$ cat config.mk
export PLATFORM = sky130hd
export DESIGN_NAME = alu_issue_unit
export DESIGN_NICKNAME = d
export VERILOG_FILES = /design/src/rtl/alu_issue_unit.sv
export SDC_FILE = /design/constraint.sdc
export NUM_CORES = 1
export LEC_CHECK = 0
export CAP_MARGIN = 20
export CORE_ASPECT_RATIO = 1.5
export CORE_MARGIN = 2
export CORE_UTILIZATION = 36
export DETAILED_ROUTE_END_ITERATION = 8
export GPL_TIMING_DRIVEN = 0
export PLACE_DENSITY = 0.63
export SYNTH_ARGS = -nofsm -noshare
export SYNTH_HDL_FRONTEND = slang
export SYNTH_SLANG_ARGS = --single-unit
$ cat constraint.sdc
create_clock -name clk -period 7.2 [get_ports clk]
set_input_delay 0.72 -clock clk [delete_from_list [all_inputs] [get_ports clk]]
set_output_delay 0.72 -clock clk [all_outputs]
set_load 0.01 [all_outputs]
$ cat src/rtl/alu_issue_unit.sv
// Registered issue front end for the 32-bit combinational ALU with an in-order response buffer.
// Optional feature: define ALU_ISSUE_OPCHECK_EN to reject opcode 7 with resp_err instead of issuing it.
module alu_issue_unit #(
  parameter int unsigned DEPTH = 2,
  parameter int unsigned TAG_W = 4
) (
  input  logic             clk,
  input  logic             reset,
  input  logic             req_valid,
  output logic             req_ready,
  input  logic [2:0]       req_op,
  input  logic [31:0]      req_a,
  input  logic [31:0]      req_b,
  input  logic [TAG_W-1:0] req_tag,
  output logic [2:0]       alu_s,
  output logic [31:0]      alu_a,
  output logic [31:0]      alu_b,
  input  logic [31:0]      alu_out,
  input  logic             alu_zero,
  input  logic             alu_overflow,
  input  logic             alu_cout,
  output logic             resp_valid,
  input  logic             resp_ready,
  output logic [31:0]      resp_data,
  output logic             resp_zero,
  output logic             resp_overflow,
  output logic             resp_cout,
  output logic [TAG_W-1:0] resp_tag,
  output logic             resp_err,
  output logic             busy
);

  localparam int unsigned PW = $clog2(DEPTH);
  localparam int unsigned EW = 36 + TAG_W;
  localparam logic [2:0] OpRsvd = 3'd7;

  // Issue stage
  logic             exec_v_q, exec_v_d;
  logic             exec_err_q, exec_err_d;
  logic [TAG_W-1:0] exec_tag_q, exec_tag_d;
  logic [2:0]       alu_s_q, alu_s_d;
  logic [31:0]      alu_a_q, alu_a_d;
  logic [31:0]      alu_b_q, alu_b_d;

  // Response buffer
  logic [EW-1:0]    mem_q [DEPTH];
  logic [PW-1:0]    wr_ptr_q, wr_ptr_d;
  logic [PW-1:0]    rd_ptr_q, rd_ptr_d;
  logic [PW:0]      count_q, count_d;

  logic             accept;
  logic             push;
  logic             pop;
  logic             is_rsvd;
  logic [PW+1:0]    occ;
  logic [EW-1:0]    cap_entry;

  assign push       = exec_v_q;
  assign resp_valid = (count_q != '0);
  assign pop        = resp_valid & resp_ready;
  assign is_rsvd    = (req_op == OpRsvd);

  // Counts the capture already in flight so the buffer can never overflow.
  assign occ       = {1'b0, count_q} + (PW+2)'(exec_v_q) - (PW+2)'(pop);
  assign req_ready = !reset && (occ < (PW+2)'(DEPTH));
  assign accept    = req_valid & req_ready;

  always_comb begin
    exec_v_d   = accept;
    exec_err_d = exec_err_q;
    exec_tag_d = exec_tag_q;
    alu_s_d    = alu_s_q;
    alu_a_d    = alu_a_q;
    alu_b_d    = alu_b_q;
    if (accept) begin
      exec_tag_d = req_tag;
      alu_a_d    = req_a;
      alu_b_d    = req_b;
`ifdef ALU_ISSUE_OPCHECK_EN
      exec_err_d = is_rsvd;
      if (!is_rsvd) begin
        alu_s_d = req_op;
      end
`else
      exec_err_d = 1'b0;
      alu_s_d    = req_op;
`endif
    end
  end

  always_comb begin
    cap_entry = {exec_err_q, exec_tag_q, alu_cout, alu_overflow, alu_zero, alu_out};
`ifdef ALU_ISSUE_OPCHECK_EN
    if (exec_err_q) begin
      cap_entry = {1'b1, exec_tag_q, 35'd0};
    end
`else
    if (is_rsvd && exec_err_q) begin
      cap_entry = '0;
    end
`endif
  end

  always_comb begin
    wr_ptr_d = wr_ptr_q;
    rd_ptr_d = rd_ptr_q;
    if (push) begin
      wr_ptr_d = wr_ptr_q + 1'b1;
    end
    if (pop) begin
      rd_ptr_d = rd_ptr_q + 1'b1;
    end
    count_d = count_q + (PW+1)'(push) - (PW+1)'(pop);
  end

  always_ff @(posedge clk or posedge reset) begin
    if (reset) begin
      exec_v_q   <= 1'b0;
      exec_err_q <= 1'b0;
      exec_tag_q <= '0;
      alu_s_q    <= '0;
      alu_a_q    <= '0;
      alu_b_q    <= '0;
    end else begin
      exec_v_q   <= exec_v_d;
      exec_err_q <= exec_err_d;
      exec_tag_q <= exec_tag_d;
      alu_s_q    <= alu_s_d;
      alu_a_q    <= alu_a_d;
      alu_b_q    <= alu_b_d;
    end
  end

  // Buffer contents are cleared too so every response field reads 0 while in reset.
  always_ff @(posedge clk or posedge reset) begin
    if (reset) begin
      wr_ptr_q <= '0;
      rd_ptr_q <= '0;
      count_q  <= '0;
      for (int i = 0; i < int'(DEPTH); i++) begin
        mem_q[i] <= '0;
      end
    end else begin
      wr_ptr_q <= wr_ptr_d;
      rd_ptr_q <= rd_ptr_d;
      count_q  <= count_d;
      if (push) begin
        mem_q[wr_ptr_q] <= cap_entry;
      end
    end
  end

  assign alu_s = alu_s_q;
  assign alu_a = alu_a_q;
  assign alu_b = alu_b_q;
  assign {resp_err, resp_tag, resp_cout, resp_overflow, resp_zero, resp_data} = mem_q[rd_ptr_q];
  assign busy  = exec_v_q | resp_valid;

endmodule

After elaboration in Yosys (flattened, before gate mapping)

Cells that the tools add are included.

Bits in latches: 0
Logic and storage cells: 35
Output and inout bits: 110
RAM bits: 0
Flip-flop bits (word level): 156
Bits in read-only memories: 0
Input bits: 110
Memories: 0

Add/subtract/negate cells: 6
$lt $le $gt $ge: 4
Shift-type cells: 0
Bitwise gates (word level): 5
Reductions and logical operators: 4
$mul: 0
Equal/unequal tests: 0
Muxes and demuxes: 6
Divide/modulo/power cells: 0

Operators with widths:

| kind                | count |
|---|---|
| $mux 40             | 4 |
| $bwmux 80           | 1 |
| $demux 40 s1        | 1 |
| $ge 2x2->1 const B  | 2 |
| $not 1->2           | 2 |
| $add 2x1->3         | 1 |
| $lt 3x2->1 const B  | 1 |
| $sub 3x1->3         | 1 |
| $add 1x1->1 const B | 2 |
| $add 2x1->2         | 1 |
| $and 1x1->1         | 2 |
| $logic_and 1x1->1   | 2 |
| $lt 2x1->1 const B  | 1 |
| $reduce_bool 2->1   | 1 |
| $sub 2x1->2         | 1 |
| $logic_not 1->1     | 1 |
| $or 1x1->1          | 1 |

Longest topological paths before layout

Depth in word-level cells: 6
Depth in mapped cells: 11
Depth with buffers taken out: 9

Least setup slack after synthesis

No wires, ideal clock.

Path type: register to register
Start: reg count_q[1]
End: reg alu_a_q[0] (netlist: alu_a[0])
Setup time: 125 ps
Stages on the path, launching flop included: 12
Clock period less this slack: 2841 ps
Path buffers: 2
Arrival time: 2716 ps
Required time: 7075 ps
Slack: 4359 ps
Cell sequence: dfrtp_1 -> or2_2 -> and2_1 -> ha_1 -> inv_1 -> ha_1 -> fa_1 -> nor2_1 -> and3_4 -> buf_12 -> buf_12 -> mux2_4

Word-level cells in the longest chain between the ends: 6
Elaborated cells between the ends (all ways): 7
Classes of those cells: add/sub: 2; order compare: 1; bitwise: 2; reduce/logical: 2

RTL lines:

| element                | line | RTL |
|---|---|---|
| from (decl)            | 49   | `logic [PW:0] count_q, count_d;` |
| from (signal assigned) | 146  | `count_q <= count_d;` |
| $reduce_bool 2->1      | 59   | `assign resp_valid = (count_q != '0);` |
| via resp_valid         | 22   | `output logic resp_valid,` |
| $and 1x1->1            | 60   | `assign pop = resp_valid & resp_ready;` |
| via pop                | 53   | `logic pop;` |
| $sub 3x1->3            | 64   | `assign occ = {1'b0, count_q} + (PW+2)'(exec_v_q) - (PW+2)'(pop);` |
| $lt 3x2->1             | 65   | `assign req_ready = !reset && (occ < (PW+2)'(DEPTH));` |
| $logic_and 1x1->1      | 65   |  |
| $and 1x1->1            | 66   | `assign accept = req_valid & req_ready;` |
| to (signal assigned)   | 129  | `alu_a_q <= alu_a_d;` |
| to (decl)              | 42   | `logic [31:0] alu_a_q, alu_a_d;` |

The timed path passes the listed nets, and every way through them passes these cells.
A chain may end at the register's enable or synchronous reset.

Worst setup path in the final report

Start: reg count_q[1]
End: out req_ready

Word-level cells in the longest chain between the ends: 5
Elaborated cells between the ends (all ways): 6
Classes of those cells: add/sub: 2; order compare: 1; bitwise: 1; reduce/logical: 2

RTL lines:

| element           | line | RTL |
|---|---|---|
| $reduce_bool 2->1 | 59   |  |
| $and 1x1->1       | 60   |  |
| via pop           | 53   |  |
| $sub 3x1->3       | 64   |  |
| $lt 3x2->1        | 65   |  |
| $logic_and 1x1->1 | 65   |  |
| to (decl)         | 10   | `output logic req_ready,` |

The timed path passes the listed nets, and every way through them passes these cells.

==> out/metrics.sh <==
PATH_CLK_SLEW_NS=0.06
WHS_NS=0.485
ROUTED_WIRE_LENGTH_PER_INSTANCE_UM=18.9
POSTSYNTHREGISTERBITS=154
WORST-ENDPOINT-ARRIVAL_NS=3.15
VIAS=4022
POST-ROUTE-DRC-COUNT=0
LAYOUT_CELLS_SIZED_ABOVE_1_PCT=34.9
CTS.REPAIR_TIMING.SETUP_BUFFER_COUNT=0
SYNTH_ENABLE_FLOP_CELLS=0
HOLD_VIOL=0
FINISH.CELL_COUNT_WITHOUT_FILLERS=852
POWER.LEAKAGE_nW=4.21
TRITONCTS.NUM_BUFFERS=17
PATH_CLASS='reg -> out'
MUXSHAREOFSYNTHAREA_PCT=36.0
FIRSTDRTPASSITERS=4
FINALWIRELENGTH_UM=16100
TIMING.CRITICAL_PATH.FANOUT_MAX=4
SYNTHTOPCELLSBYAREA='sky130_fd_sc_hd__dfrtp_1, sky130_fd_sc_hd__mux2_2, sky130_fd_sc_hd__mux2_4'
POST_SYNTH_NUM_CELL_TYPES=21
DRV_CAP=0
CLOCK_LATENCY_NS=0.42
SYNTH_COMPOUND_GATE_AREA_SHARE_PCT=0
FINISH.INSTANCE_AREA_UM2=9750
IO_PINS=220
SYNTH_FLOP_CELL='sky130_fd_sc_hd__dfrtp_1'
GRT_START_MAX_NET_PINS=104
RSZ0062_AT_GRT='no'
FINALWORSTPATHREQUIREDPERIOD_NS=3.87
UTILIZATION_PCT=54.4
FINALCRITPERIODSHARE_PCT=53.8
SYN2LAYOUT_AREA_GROWTH_PCT=47.7
COMBINATIONAL_FAMILY_WITH_THE_MOST_AREA_AFTER_SYNTHESIS='multiplexers'
SYNTH.YOSYS.SEQ_AREA_SHARE_PCT=58.4
CTS_RESIZED=0
YOSYS.AREA_SHARE.SIMPLE_PCT=0.758
YOSYS.AREA_SHARE.XOR_XNOR_PCT=0.398
MAX_SLEW_HEADROOM_PCT=47.6
YOSYS_WARNINGS=0
WORSTPATHREQUIRED_NS=6.48
DIE_H_UM=170
GRT.OVERFLOW.TOTAL=0
GRT_ANTENNA_BEFORE_REPAIR=1
CRITPATHLAUNCHTYPE='flip-flop'
CP_SLOWEST_STAGE_DELAY_NS=0.57
SYNTHESIS.INSTANCES=383
SYNTH_TOP_CELL_AREA_SHARE_PCT=58.4
DETAIL_ROUTE.ITER0.VIOLATIONS=68
NUM-NETS-FINAL=734
FLOORPLAN.ROWS=60
NUMCLOCKSINKS=154
NETLIST_AREA_UM2=6600
CTS_TREE='yes'
GRT_PASS1_VIAS=4521
WORST_SETUP_END_KIND='output pin'
POWERDENSITY_nW_PER_UM2=480
VDD_IR_DROP_MAX_mV=0.253
DESIGN.DIE.AREA_UM2=19500
CTS-HOLD-FIX-BUFFERS=0
IO_BUFFERS=218
START_UTIL_PCT=36.8
WORST_HOLD_PATH_TYPE='reg -> reg'
PEAK_CLOCK_FREQUENCY_SUPPORTED_BY_TIMING_MHz=258
VIAS_PER_CELL=4.72
LARGEST_CLOCK_SKEW_IN_THE_FINAL_DESIGN_NS=0.00819
ANTENNA_LEFT=0
H_TREE_LEVEL_COUNT=4
ROUTABILITYCONGESTION=0.743
MAXSLEWVIOLCOUNT=0
SYNTH-ASYNC-RESET-RATIO_PCT=100
SYNTH_AREA_PER_CELL_UM2=17.2
WORST_PATH_MAX_DELAY_CELL='sky130_fd_sc_hd__clkdlybuf4s50_1'
CLOCKBUFFERDEPTH=2
GRTUSAGETOTAL_PCT=16.8
POSTSYNTHNETCOUNT=496
GRT_FIRST_PASS_WIRELENGTH_UM=24600
FRACTION_OF_THE_MAPPED_NETLIST_AREA_IN_ADDER_CELLS_PCT=0.682
PLACEMENT.CELL_AREA_UM2=9090
WORSTMARGINPINSLEW_NS=0.786
RUN_STATUS='complete, no violations'
SETUP_TNS_FINAL_NS=0
SYNTH_AREA_LEADER_CELL='sky130_fd_sc_hd__dfrtp_1'
CRITICAL_PATH.CELL_CHAIN='or2_2, and2_1, ha_1, inv_1, ha_1, fa_1, nor2_1, and2_1, clkdlybuf4s50_1'
DP.CELLS=819
CORE_UM2=17900
DIEWIDTH_UM=115
CTSROOTBUFFERMASTER='sky130_fd_sc_hd__clkbuf_16'
DP_HPWL_UM=11700
TIMING.FINAL.SETUP_VIOLATIONS=0
placed cells by master (no fill, tap or decap), types with 4 or more instances in the layout:
cell                                n
sky130_fd_sc_hd__clkdlybuf4s50_1  218
sky130_fd_sc_hd__dfrtp_1          154
sky130_fd_sc_hd__mux2_2            99
sky130_fd_sc_hd__mux2_4            69
sky130_fd_sc_hd__mux2_1            20
sky130_fd_sc_hd__clkbuf_16         17
sky130_fd_sc_hd__buf_12             8
sky130_fd_sc_hd__buf_2              7
sky130_fd_sc_hd__bufinv_16          5
sky130_fd_sc_hd__inv_1              4
cell families (layout without fill, tap and decap cells):
| family | after synthesis | after routing |
|---|---|---|
| mux | 188 | 188 |
| fa+ha+maj | 3 | 3 |
| simple gates | 8 | 8 |
| other cells | 1 | 2 |
| flops | 154 | 154 |
| buf+inv | 26 | 277 |
| xor+xnor | 3 | 3 |
cells in the mapped netlist (2+ instances only):
| cell type | number |
|---|---|
| sky130_fd_sc_hd__buf_4 | 3 |
| sky130_fd_sc_hd__ha_1 | 2 |
| sky130_fd_sc_hd__buf_2 | 7 |
| sky130_fd_sc_hd__dfrtp_1 | 154 |
| sky130_fd_sc_hd__inv_1 | 5 |
| sky130_fd_sc_hd__mux2_1 | 20 |
| sky130_fd_sc_hd__xor2_1 | 3 |
| sky130_fd_sc_hd__mux2_4 | 69 |
| sky130_fd_sc_hd__buf_12 | 8 |
| sky130_fd_sc_hd__buf_1 | 2 |
| sky130_fd_sc_hd__mux2_2 | 99 |
| sky130_fd_sc_hd__and2_1 | 2 |
routing by layer:
metal	up-vias	wire, um	global-route usage, %
met5	-	0	0
met4	0	575	8.59
met3	32	711	4.45
met2	118	8770	29.7
met1	2051	6090	18.4
li1	1821	-	-
stage by stage:
step | power, mW | worst slack [ns]
after floorplan | 2.69 | 2.33
after global placement | 3.67 | 0.333
after detailed placement | 3.73 | 3.36
after CTS | 4.75 | 3.29
after global routing | 4.93 | 3.15
final | 4.68 | 3.33
state kept, by name, indices dropped and copies added (netlist names):
name / count
count_q: 2
wr_ptr_q: 1
alu_b: 32
alu_a: 32
mem_q: 78
rd_ptr_q: 1
exec_v_q: 1
alu_s: 3
exec_tag_q: 4
critical path: cells and delay by family, from the launching register on:
kind                     cells  cell delay, ns
adder cells (fa/ha/maj)      3            0.93
AND/OR/NAND/NOR              4            0.80
buffers and inverters        2            0.61
flip-flops                   1            0.40
path summary, 6_finish.rpt:
path                       slack (ns)  depth (start not counted)   endpoint  startpoint
max                              3.33                          9  req_ready  count_q[1]
min                              0.49                          1  mem_q[44]   mem_q[44]
max reg2reg                      4.23                         11  alu_a[11]  count_q[1]
min reg2reg                      0.49                          1  mem_q[44]   mem_q[44]
max in group asynchronous        5.52                          3   exec_v_q       reset
min in group asynchronous        0.78                          2  alu_b[25]       reset
report_power, final:
| part | switching (mW) | total (mW) | internal, mW |
|---|---|---|---|
| logic | 0.756 | 2.15 | 1.40 |
| clock network | 0.348 | 0.991 | 0.643 |
| registers | 0.232 | 1.54 | 1.30 |
area by class of cell:
type | instances | area [um2]
diodes | 1 | 2.50
plain buffers | 21 | 229
clock buffers | 21 | 470
clock inverters | 11 | 191
fillers | 1491 | 8190
inverters | 5 | 23.8
multi-input cells | 203 | 2500
flip-flops and latches | 154 | 3850
well taps | 217 | 272
repair buffers | 219 | 2210
No activity file was read; power rests on OpenSTA's default activity.
==> patch 1 (same settings) <==
Change the parameter `DEPTH` from 2 to 8.
--- a/src/rtl/alu_issue_unit.sv
+++ b/src/rtl/alu_issue_unit.sv
@@ -2,5 +2,5 @@
 // Optional feature: define ALU_ISSUE_OPCHECK_EN to reject opcode 7 with resp_err instead of issuing it.
 module alu_issue_unit #(
-  parameter int unsigned DEPTH = 2,
+  parameter int unsigned DEPTH = 8,
   parameter int unsigned TAG_W = 4
 ) (
Function: changed (a bounded check fails within 4 cycles, from zero or initial values and one cycle with reset high).
==> patch 1 against the unedited design <==
Synthesized area grew to 2.6 times the old value. Power is 110% higher. Sequential cell count is 240 higher. Synthesized cell count grew to 2.6 times the old value. Register-to-register slack worse by 0.45 ns. Worst setup slack worse by 0.53 ns. Routed wire length is 150% higher. Cell area is 130% higher.
==> patch 1: results (changes against the unedited design) <==
The flow ran to the end, and the final reports show no timing, DRC or antenna violations. The measured slew at the worst slew-check pin is 0.860 ns (+0.0737 ns). The share of layout cells above drive strength 1 is 47.1% (+12 points).

The worst slack on hold paths came out at 0.487 ns (+0.00205 ns). The fraction of the mapped netlist area in compound gates is 0.165% (+0.16 points). The buffer depth of the longest clock path came out at 3 (+1).

The post-layout instance count excluding filler cells is 1,908 (+120%). The number of instances in the synthesized netlist is 1,009 (+160%). The routing usage on met1 was 19.8% (+1.4 points). The number of cells in the design after placement came out at 1,838 (+120%).

The total power density per cell area came out at 457 mW/mm^2 (-4.8%). The worst setup timing slack at the placement stage came out at 2.90 ns (-0.460 ns). The internal power came out at 7.11 mW (+110%). The average routed wire per standard cell came out at 21.0 um (+11%). The total routing usage reported by global routing came out at 16.4% (-0.39 points).

The sum of routed wire segments on met1 came out at 16.1 mm (+160%). The share of synthesized area occupied by flip-flops and latches is 56.4% (-1.9 points). The total half-perimeter wirelength after legalization and detailed placement is 27.4 mm (+130%). The fraction of met3 tracks used by global routing was 3.62% (-0.83 points). The sum of met3 wire segment lengths after detailed routing came out at 1.94 mm (+170%). The placer's final routability congestion estimate came out at 0.713 (-4.0%). The post-synthesis adder-cell area fraction came to 0.688% (+0.0055 points). The maximum level of the CTS H-tree came out at 2 (-2). The clock insertion delay at the later pin of the skew report came out at 0.54 ns (+0.12 ns). The mean number of vias per cell is 5.02 (+6.4%). The share of synthesized area spent on multiplexers came out at 38.9% (+2.9 points). The net count of the mapped netlist came to 1,128 (+130%). The maximum number of pins on one net before global-route repair came to 44 (-58%).

The number of antenna violations at the first check in global routing is 3 (+2). Sorting the synthesized cells by how often they occur yields 394 x sky130_fd_sc_hd__dfrtp_1, 345 x sky130_fd_sc_hd__mux2_2, 78 x sky130_fd_sc_hd__mux4_2, 69 x sky130_fd_sc_hd__mux2_4, 31 x sky130_fd_sc_hd__buf_2. The synthesized-area fraction occupied by xor and xnor cells is 0.351% (-0.047 points). In this run the critical register-to-register path is captured at alu_a[25]. The total CTS buffers came out at 40 (+23).

The relative contribution of sequential cells to total power was 35.7% (+2.9 points). The DRC marker count from the first detailed-route iteration came out at 412 (+510%). The via count of the first global-routing pass came to 10.8k (+140%).

The peak supply drop is 0.252 mV (about the same). The cell area reported after detailed placement came out at 0.0206 sq mm (+130%). The worst clock skew is 0.0155 ns (+0.00734 ns). The highest metal layer with signal wires is met5. The global routing met2 resource utilization came out at 29.0% (-0.65 points).
## patch 1: cell types whose count changed in the layout (fill, tap and decap cells not counted), sizes merged, moves of 3 or more
cell,unedited run,this run
dfrtp,154,394
mux2,188,424
mux4,0,78
clkbuf,22,75
buf,21,62
ha,2,8
xnor2,0,5
inv,5,9
clkinv,6,3
nand4b,0,3
## patch 1: worst min path at each step
stage,start,end,depth (start not counted)
4_1_cts,mem_q[247],mem_q[247],1
5_1_grt,mem_q[245],mem_q[245],1
6_report,mem_q[247],mem_q[247],1
3_3_place_gp,mem_q[242],mem_q[242],1
2_1_floorplan,mem_q[240],mem_q[240],1
3_5_place_dp,mem_q[247],mem_q[247],1
## patch 1: layout make-up
cell class	count	area share (%)
well taps	600	3.41
diodes	1	0.0114
clock buffers	60	5.49
clock inverters	9	0.700
inverters	9	0.171
flip-flops and latches	394	44.8
repair buffers	229	10.9
multi-input cells	540	32.4
plain buffers	66	2.05
==> patch 2 (same flow settings) <==
Without the edit above. Make the reset (`reset`) synchronous in 2 clocked blocks.
--- a/src/rtl/alu_issue_unit.sv
+++ b/src/rtl/alu_issue_unit.sv
@@ -114,5 +114,5 @@
   end
 
-  always_ff @(posedge clk or posedge reset) begin
+  always_ff @(posedge clk) begin
     if (reset) begin
       exec_v_q   <= 1'b0;
@@ -133,5 +133,5 @@
 
   // Buffer contents are cleared too so every response field reads 0 while in reset.
-  always_ff @(posedge clk or posedge reset) begin
+  always_ff @(posedge clk) begin
     if (reset) begin
       wr_ptr_q <= '0;
Formal check against the unedited RTL: differs if reset is asserted again (counterexample within 4 cycles, from zero or initial values and one cycle with reset high); with reset held inactive, the same outputs for 4 cycles.
==> patch 2 against the unedited design <==
Power shrank 25%. Worst setup slack gained 0.0019 ns. Utilization shrank 0.54 points. Routed wire length grew 2.9%. Critical path depth shrank 1. Sequential cell count grew 1. Cell area grew 2.8%. Synthesized area grew 4.2%.
==> patch 2: results (changes against the unedited design) <==
The placer's final routability congestion estimate came out at 0.715 (-3.7%). The fraction of met3 tracks used by global routing is 6.22% (+1.8 points). After synthesis, the most frequently instantiated cells are 142 x sky130_fd_sc_hd__nand2b_1, 79 x sky130_fd_sc_hd__and2_1, 78 x sky130_fd_sc_hd__edfxtp_1, 77 x sky130_fd_sc_hd__dfxtp_1, 71 x sky130_fd_sc_hd__mux2i_1. The via count of the first global-routing pass is 5,217 (+15%). The quantity of I/O buffers inserted on ports is 217 (-0.46%). The async set or reset register ratio after synthesis is 0% (-100 points). The highest cell delay on the worst timing path came to 0.63 ns (+0.06 ns). The timing startpoint of the critical path is resp_ready. The worst hold path stage count was 2 (+1). The run finished with clean final reports. The share of synthesized area spent on multiplexers came out at 16.7% (-19 points). The peak supply drop came out at 0.151 mV (-40%). The internal power came to 2.47 mW (-26%). Broken down by cell family, the worst path's largest delay share belongs to buffers and inverters. The die outline width is 117 um (+2.0%). The number of cells in the design after placement is 1,021 (+25%). The mean number of vias per cell is 4.52 (-4.3%). The total half-perimeter wirelength after legalization and detailed placement came out at 12.5 mm (+6.9%). The maximum number of pins on one net before global-route repair is 28 (-73%).

The total routing usage reported by global routing came to 16.8% (-0.070 points). The via total after detailed routing came to 4,758 (+18%). The global-route wire length before repair is 26.2 mm (+6.7%). The number of antenna repair diodes was 0 (-1). The path type of the worst setup path is primary input to output port. The net count of the mapped netlist came out at 663 (+34%). In this run the critical register-to-register path is launched from count_q[1]. The global routing met2 resource utilization is 30.1% (+0.47 points). The endpoint identified for the worst register-to-register timing path is alu_b[13].
-- patch 2: power by group through the flow --
| stage | logic [mW] | registers (mW) | clock network (mW) |
|---|---|---|---|
| after floorplan | 0.667 | 1.31 | 0 |
| after global placement | 1.33 | 1.27 | 0 |
| after detailed placement | 1.35 | 1.28 | 0 |
| after CTS | 1.36 | 1.26 | 0.941 |
| after global routing | 1.43 | 1.28 | 0.979 |
| final | 1.33 | 1.26 | 0.921 |
-- patch 2: worst min path at each step --
stage | start | endpoint | slack [ns]
2_1_floorplan | exec_tag_q[0] | exec_tag_q[0] | 0.45
3_3_place_gp | alu_b[21] | alu_b[21] | 0.46
3_5_place_dp | alu_a[26] | alu_a[26] | 0.47
4_1_cts | alu_a[6] | alu_a[6] | 0.48
5_1_grt | alu_a[7] | alu_a[7] | 0.49
6_report | alu_b[25] | alu_b[25] | 0.47
-- patch 2: area by class of cell --
class	instances	share of cell area [%]
buffer	38	2.77
clock buffer	18	4.28
clock inverter	14	1.76
inverter	5	0.187
multi-input combinational	352	27.0
sequential	155	38.7
tap	252	3.15
timing repair buffer	219	22.1
-- patch 2: worst reg2reg max path: cells and delay by family, from the launching register on --
family	cells	cell delay (ns)
adder cells (fa/ha/maj)	3	0.84
buffers and inverters	3	0.44
flip-flops	1	0.34
AO/OA/AOI/OAI	1	0.24
multiplexers	1	0.21
AND/OR/NAND/NOR	1	0.18
XOR/XNOR	1	0.17
-- patch 2: stage by stage --
step                      util, %  cell area, sq um  power (mW)  setup WS (ns)
after floorplan                 -              6880        1.98           4.36
after detailed placement     50.6              9420        2.63           3.34
after global placement       50.3              9370        2.59           3.37
final                        53.8             10000        3.51           3.33
after CTS                    53.8             10000        3.56           3.31
after global routing         53.8             10000        3.69           3.21
